===== config.mk =====
export PLATFORM = sky130hd
export DESIGN_NAME = ppu_reg_master
export DESIGN_NICKNAME = d
export VERILOG_FILES = /design/src/rtl/ppu_reg_master.sv
export SDC_FILE = /design/constraint.sdc
export NUM_CORES = 1
export LEC_CHECK = 0
export CORE_ASPECT_RATIO = 2
export CORE_MARGIN = 8
export CORE_UTILIZATION = 41
export CTS_CLUSTER_DIAMETER = 50
export DETAILED_ROUTE_END_ITERATION = 10
export DONT_BUFFER_PORTS = 1
export GPL_TIMING_DRIVEN = 0
export SLEW_MARGIN = 5
export SYNTH_ARGS = -nofsm -noshare
export SYNTH_HDL_FRONTEND = slang
export SYNTH_SLANG_ARGS = --single-unit

===== constraint.sdc =====
create_clock -name clk -period 2.2 [get_ports clk]
set_input_delay 0.66 -clock clk [delete_from_list [all_inputs] [get_ports clk]]
set_output_delay 0.66 -clock clk [all_outputs]
set_load 0.01 [all_outputs]

===== src/rtl/ppu_reg_master.sv =====
// Queued CPU-side register master for the PPU: one chip-select strobe per request, fixed gap between.
// Define PPU_DMA_EN to build the 256-byte OAM DMA engine (memory page -> OAMDATA writes).
module ppu_reg_master #(
    parameter int CS_CYCLES  = 2,
    parameter int GAP_CYCLES = 1,
    parameter int FIFO_DEPTH = 4
) (
    input  logic        clk,
    input  logic        rst,
    input  logic        req_valid,
    output logic        req_ready,
    input  logic        req_rw,
    input  logic [2:0]  req_addr,
    input  logic [7:0]  req_data,
    output logic        rsp_valid,
    output logic [7:0]  rsp_data,
    output logic        cpu_cs,
    output logic        cpu_rw,
    output logic [2:0]  cpu_addr,
    output logic [7:0]  cpu_wdata,
    input  logic [7:0]  cpu_rdata,
    input  logic        dma_start,
    input  logic [7:0]  dma_page,
    output logic        dma_busy,
    output logic        dma_mem_rd,
    output logic [15:0] dma_mem_addr,
    input  logic [7:0]  dma_mem_data
);
    localparam int          AW       = $clog2(FIFO_DEPTH);
    localparam logic [AW:0] PTR_ONE  = 1;
    localparam logic [3:0]  CS_LAST  = 4'(CS_CYCLES - 1);
    localparam logic [3:0]  GAP_LAST = 4'(GAP_CYCLES - 1);

    typedef struct packed {
        logic       rw;
        logic [2:0] addr;
        logic [7:0] data;
    } req_t;

`ifdef PPU_DMA_EN
    typedef enum logic [2:0] {IDLE, STROBE, GAP, DMA_RD, DMA_WAIT} state_t;
`else
    typedef enum logic [2:0] {IDLE, STROBE, GAP} state_t;
`endif

    req_t        fifo_q [FIFO_DEPTH];
    logic [AW:0] wr_ptr_q, rd_ptr_q;
    logic        fifo_empty, fifo_full, push, pop;
    req_t        head;
    state_t      state_q, state_d;
    logic [3:0]  cnt_q, cnt_d;
    logic        cpu_rw_q;
    logic [2:0]  cpu_addr_q;
    logic [7:0]  cpu_wdata_q;
    logic        rsp_valid_q;
    logic [7:0]  rsp_data_q;
    logic        last_strobe, go_idle, dma_load, dma_blk;

    // Extra pointer bit distinguishes full from empty.
    assign fifo_empty  = (wr_ptr_q == rd_ptr_q);
    assign fifo_full   = (wr_ptr_q == {~rd_ptr_q[AW], rd_ptr_q[AW-1:0]});
    assign head        = fifo_q[rd_ptr_q[AW-1:0]];
    assign req_ready   = !fifo_full && !dma_blk;
    assign push        = req_valid && req_ready;
    assign last_strobe = (state_q == STROBE) && (cnt_q == CS_LAST);

    assign cpu_cs    = (state_q == STROBE);
    assign cpu_rw    = cpu_rw_q;
    assign cpu_addr  = cpu_addr_q;
    assign cpu_wdata = cpu_wdata_q;
    assign rsp_valid = rsp_valid_q;
    assign rsp_data  = rsp_data_q;

`ifdef PPU_DMA_EN
    logic       dma_busy_q, dma_act_q, dma_next, dma_done;
    logic [7:0] dma_page_q, dma_idx_q;

    assign dma_blk      = dma_busy_q;
    assign dma_busy     = dma_busy_q;
    assign dma_mem_rd   = (state_q == DMA_RD);
    assign dma_mem_addr = {dma_page_q, dma_idx_q};

    // dma_act_q marks that the engine owns the strobe, so the FIFO is not consulted at gap end.
    always_ff @(posedge clk) begin
        if (rst) begin
            dma_busy_q <= 1'b0;
            dma_act_q  <= 1'b0;
            dma_page_q <= '0;
            dma_idx_q  <= '0;
        end else begin
            if (dma_start && !dma_busy_q) begin
                dma_busy_q <= 1'b1;
                dma_page_q <= dma_page;
                dma_idx_q  <= '0;
            end
            if (state_d == DMA_RD) dma_act_q <= 1'b1;
            if (dma_next) dma_idx_q <= dma_idx_q + 8'd1;
            if (dma_done) begin
                dma_busy_q <= 1'b0;
                dma_act_q  <= 1'b0;
            end
        end
    end
`else
    logic dma_unused;
    assign dma_unused   = ^{dma_start, dma_page};
    assign dma_blk      = 1'b0;
    assign dma_busy     = 1'b0;
    assign dma_mem_rd   = 1'b0;
    assign dma_mem_addr = '0;
`endif

    always_comb begin
        state_d  = state_q;
        cnt_d    = cnt_q;
        pop      = 1'b0;
        go_idle  = 1'b0;
        dma_load = 1'b0;
`ifdef PPU_DMA_EN
        dma_next = 1'b0;
        dma_done = 1'b0;
`endif
        case (state_q)
            IDLE: begin
                if (!fifo_empty) begin
                    state_d = STROBE;
                    pop     = 1'b1;
                    cnt_d   = '0;
                end
`ifdef PPU_DMA_EN
                else if (dma_busy_q) state_d = DMA_RD;
`endif
            end
            STROBE: begin
                cnt_d = cnt_q + 4'd1;
                if (cnt_q == CS_LAST) begin
                    state_d = GAP;
                    cnt_d   = '0;
                end
            end
            GAP: begin
                cnt_d = cnt_q + 4'd1;
                if (cnt_q == GAP_LAST) begin
                    cnt_d   = '0;
                    state_d = IDLE;
                    go_idle = 1'b1;
`ifdef PPU_DMA_EN
                    if (dma_act_q) begin
                        if (dma_idx_q == 8'hFF) dma_done = 1'b1;
                        else begin
                            state_d  = DMA_RD;
                            go_idle  = 1'b0;
                            dma_next = 1'b1;
                        end
                    end else
`endif
                    if (!fifo_empty) begin
                        state_d = STROBE;
                        pop     = 1'b1;
                        go_idle = 1'b0;
                    end
`ifdef PPU_DMA_EN
                    else if (dma_busy_q) begin
                        state_d = DMA_RD;
                        go_idle = 1'b0;
                    end
`endif
                end
            end
`ifdef PPU_DMA_EN
            DMA_RD: state_d = DMA_WAIT;
            DMA_WAIT: begin
                state_d  = STROBE;
                cnt_d    = '0;
                dma_load = 1'b1;
            end
`endif
            default: state_d = IDLE;
        endcase
    end

    always_ff @(posedge clk) begin
        if (rst) begin
            state_q     <= IDLE;
            cnt_q       <= '0;
            wr_ptr_q    <= '0;
            rd_ptr_q    <= '0;
            cpu_rw_q    <= 1'b1;
            cpu_addr_q  <= '0;
            cpu_wdata_q <= '0;
            rsp_valid_q <= 1'b0;
            rsp_data_q  <= '0;
        end else begin
            state_q <= state_d;
            cnt_q   <= cnt_d;
            if (push) wr_ptr_q <= wr_ptr_q + PTR_ONE;
            if (pop) begin
                rd_ptr_q <= rd_ptr_q + PTR_ONE;
                {cpu_rw_q, cpu_addr_q, cpu_wdata_q} <= head;
            end else if (dma_load) begin
                cpu_rw_q    <= 1'b0;
                cpu_addr_q  <= 3'd4;
                cpu_wdata_q <= dma_mem_data;
            end else if (go_idle) begin
                cpu_rw_q <= 1'b1;
            end
            // PPU read data has settled by the last strobe cycle.
            rsp_valid_q <= last_strobe && cpu_rw_q;
            if (last_strobe && cpu_rw_q) rsp_data_q <= cpu_rdata;
        end
    end

    always_ff @(posedge clk) begin
        if (push) fifo_q[wr_ptr_q[AW-1:0]] <= {req_rw, req_addr, req_data};
    end
endmodule


==> reports/qor.yml <==
status: "finished, final reports clean"
cpLargestDelayFamily: "flip-flops"
route.vias.total: 1877
core_sq_um: 8290
ir_drop_mv: 0.696
cp-start-kind: "flip-flop"
grt_pass1_wl_mm: 10.5
holdPathStages: 0
hold_class: "primary input to flip-flop"
pin_count: 81
dpl.hpwl_mm: 5.17
intPower_w: 0.00330
cp_max_fo: 10
yosysUniqueCellTypes: 37
area_growth_pct: 14.1
wl_per_cell_um: 18.2
period_needed_ps: 1950
crit_type: "flip-flop to flip-flop"
cts_setup_buffers: 0
drt_first_pass_iters: 4
power_switching_share_pct: 29.7
crit_chain: "inv_1 -> ha_1 -> and4bb_2 -> o32ai_4 -> buf_8 -> mux2i_1 -> nor2_1"
fin_worst_skew_ps: 5.16
yosys-top-cells-area: "edfxtp_1 41%, dfxtp_1 20%, mux4_2 7.7%"
initial_core_util_pct: 42.2
finalHoldViolations: 0
setup_violations: 0
placed_area_sq_um: 3680
fmax_mhz: 513
r2r_start: "state_q[0]$_SDFFE_PP0P_"
dpl.cell_count: 363
cp.required_ps: 2410
drive_gt1_share_pct: 19.9
p_total_w: 0.00469
fp.dieH_um: 147
clkPwrFrac_pct: 31.7
n_fill_cell: 724
hold_slack_ps: 418
rr_worst_depth: 7
h-tree-depth: 3
die-area_sq_um: 11900
reg2reg_slack_ps: 250
slowest_delay_ps: 360
cts_buffer_depth: 2
layout_common_cells: "48 x edfxtp_1, 35 x dfxtp_1, 29 x nor2_1"
instances_no_fill: 379
critPathCaptureType: "flip-flop"
yosys.area.top_type_share_pct: 41.2
seq_power_share_pct: 43.7
yosys_warnings: 0
power_leakage_nw: 1.57
rows: 47
fin_crit_sh_pct: 88.6
worstMarginPinSlew_ps: 640
netSwitchingPower_w: 0.00139
cts_tree: "yes"
setup_ws_ps: 251
grt.overflow.total: 0
slew_violations: 0
grt_pass1_vias: 1916
synth-seq-cells: 83
cp.arrival_ps: 2160
yosysTopAreaCell: "edfxtp_1"
ant_nets: 0
synth_seq_area_share_pct: 61.2
crit_slowest_cell: "dfxtp_1"
nets: 328
min_from: "req_data[1]"
pre_cts_slack_ps: -20.3
portBuffers: 0
max_slew_margin_pct: 57.4
cp-startpoint: "state_q[0]$_SDFFE_PP0P_"
whs_endpoint: "fifo_q[0][1]$_DFFE_PP_"
antenna_found_initial: 0
pwr_density_cell_nw_per_um2: 1180
drt_iter0_drc: 103
viasPerCell: 4.95
cts.sinks: 83
cap_violations: 0
design_area_sq_um: 3990
grt_use_total_pct: 12.1
drc: 0
synthesis.area_sq_um: 3500
die_w_um: 81.3
n_antenna_cell: 0
insertion_delay_ps: 330
critPathBufInv: 2
gp_congestion: 0.781
root_buffer: "clkbuf_16"
comb_power_share_pct: 24.5
cts_buffers: 9
final_common_cell: "edfxtp_1"
drt_wl_total_mm: 6.91
grt_max_degree: 15
syn_inst: 248
avgSynthCellArea_sq_um: 14.1
rsz0062_at_grt: "false"
clkTransAtPathRegs_ps: 60
==> final cells by class <==
cell class | instances | area (sq um) | area share, %
Sequential cell | 83 | 2140 | 53.7
Multi-Input combinational cell | 147 | 1210 | 30.3
Clock buffer | 14 | 285 | 7.15
Buffer | 26 | 180 | 4.51
Tap cell | 98 | 123 | 3.07
Inverter | 9 | 33.8 | 0.846
Clock inverter | 2 | 16.3 | 0.408
==> routing by layer <==
layer	track usage [%]	wire, um
met1	10.8	2320
met2	22.5	3920
met3	4.24	532
met4	5.68	137
met5	0	0
==> power by group through the flow <==
stage                     clock (W)  combinational [W]  sequential [W]
after CTS                   0.00152            0.00118         0.00206
after global routing        0.00159            0.00127         0.00208
final                       0.00149            0.00115         0.00205
after detailed placement          0            0.00117         0.00210
after global placement            0            0.00114         0.00209
after floorplan                   0           0.000962         0.00203
==> registers in the layout, summed over array words and instances (netlist names), named ones only <==
register and cells:
fifo_q 48, cpu_wdata 8, rsp_data 8, cnt_q 4, cpu_addr 3, rd_ptr_q 3
wr_ptr_q 3, state_q 2, cpu_rw 1, rsp_valid 1
==> how the worst max path moves through the flow <==
stage                              endpoint  cells past startpoint
floorplan            fifo_q[3][0]$_DFFE_PP_                      3
global placement     fifo_q[3][7]$_DFFE_PP_                      3
detailed placement  fifo_q[3][10]$_DFFE_PP_                      3
CTS                  fifo_q[3][9]$_DFFE_PP_                      3
global route         fifo_q[2][9]$_DFFE_PP_                      3
finish                            flip-flop                      7
==> cells in the mapped netlist <==
library cell,number
edfxtp_1,48
dfxtp_1,35
nor2_1,29
mux2i_1,22
buf_4,18
ha_1,12
mux4_2,12
inv_1,9
nand3_1,6
nand4_1,5
a21oi_1,4
and2_1,4
clkbuf_1,4
nand2b_1,4
xnor2_1,4
buf_2,3
or3_1,3
xor2_1,3
a31oi_1,2
nand2_1,2
o21ai_1,2
o32ai_1,2
a21o_1,1
a41o_1,1
a41oi_1,1
and3_1,1
and4bb_2,1
buf_8,1
conb_1,1
nor3_1,1
o22ai_1,1
o31a_1,1
o31ai_1,1
o32ai_4,1
or2_2,1
or4_1,1
xor2_2,1
==> kinds of logic (layout without fill, tap and decap cells) <==
group                      after synthesis  in the layout  share of synthesized area [%]
muxes                                   34             34                           14.0
DFF                                     83             83                           61.2
buffers and inverters                   35             51                           6.12
xor gates and xnor gates                 8              8                           2.22
other                                    1             18                          0.107
AOI/OAI and AO/OA                       17             17                           3.90
and+or+nand+nor                         58             58                           8.12
adders and majority gates               12             12                           4.29
==> through the flow <==
step	TNS (ps)	utilization (%)
floorplan	0	-
global placement	0	44.4
detailed placement	-317	44.4
CTS	0	48.1
global route	0	48.1
finish	0	48.1
==> what timing repair did <==
item                       4_1_cts  5_1_grt
resized for setup                4        0
setup endpoints to repair       32        0
hold buffers                     0        0
Power figures use the tool's default switching activity.
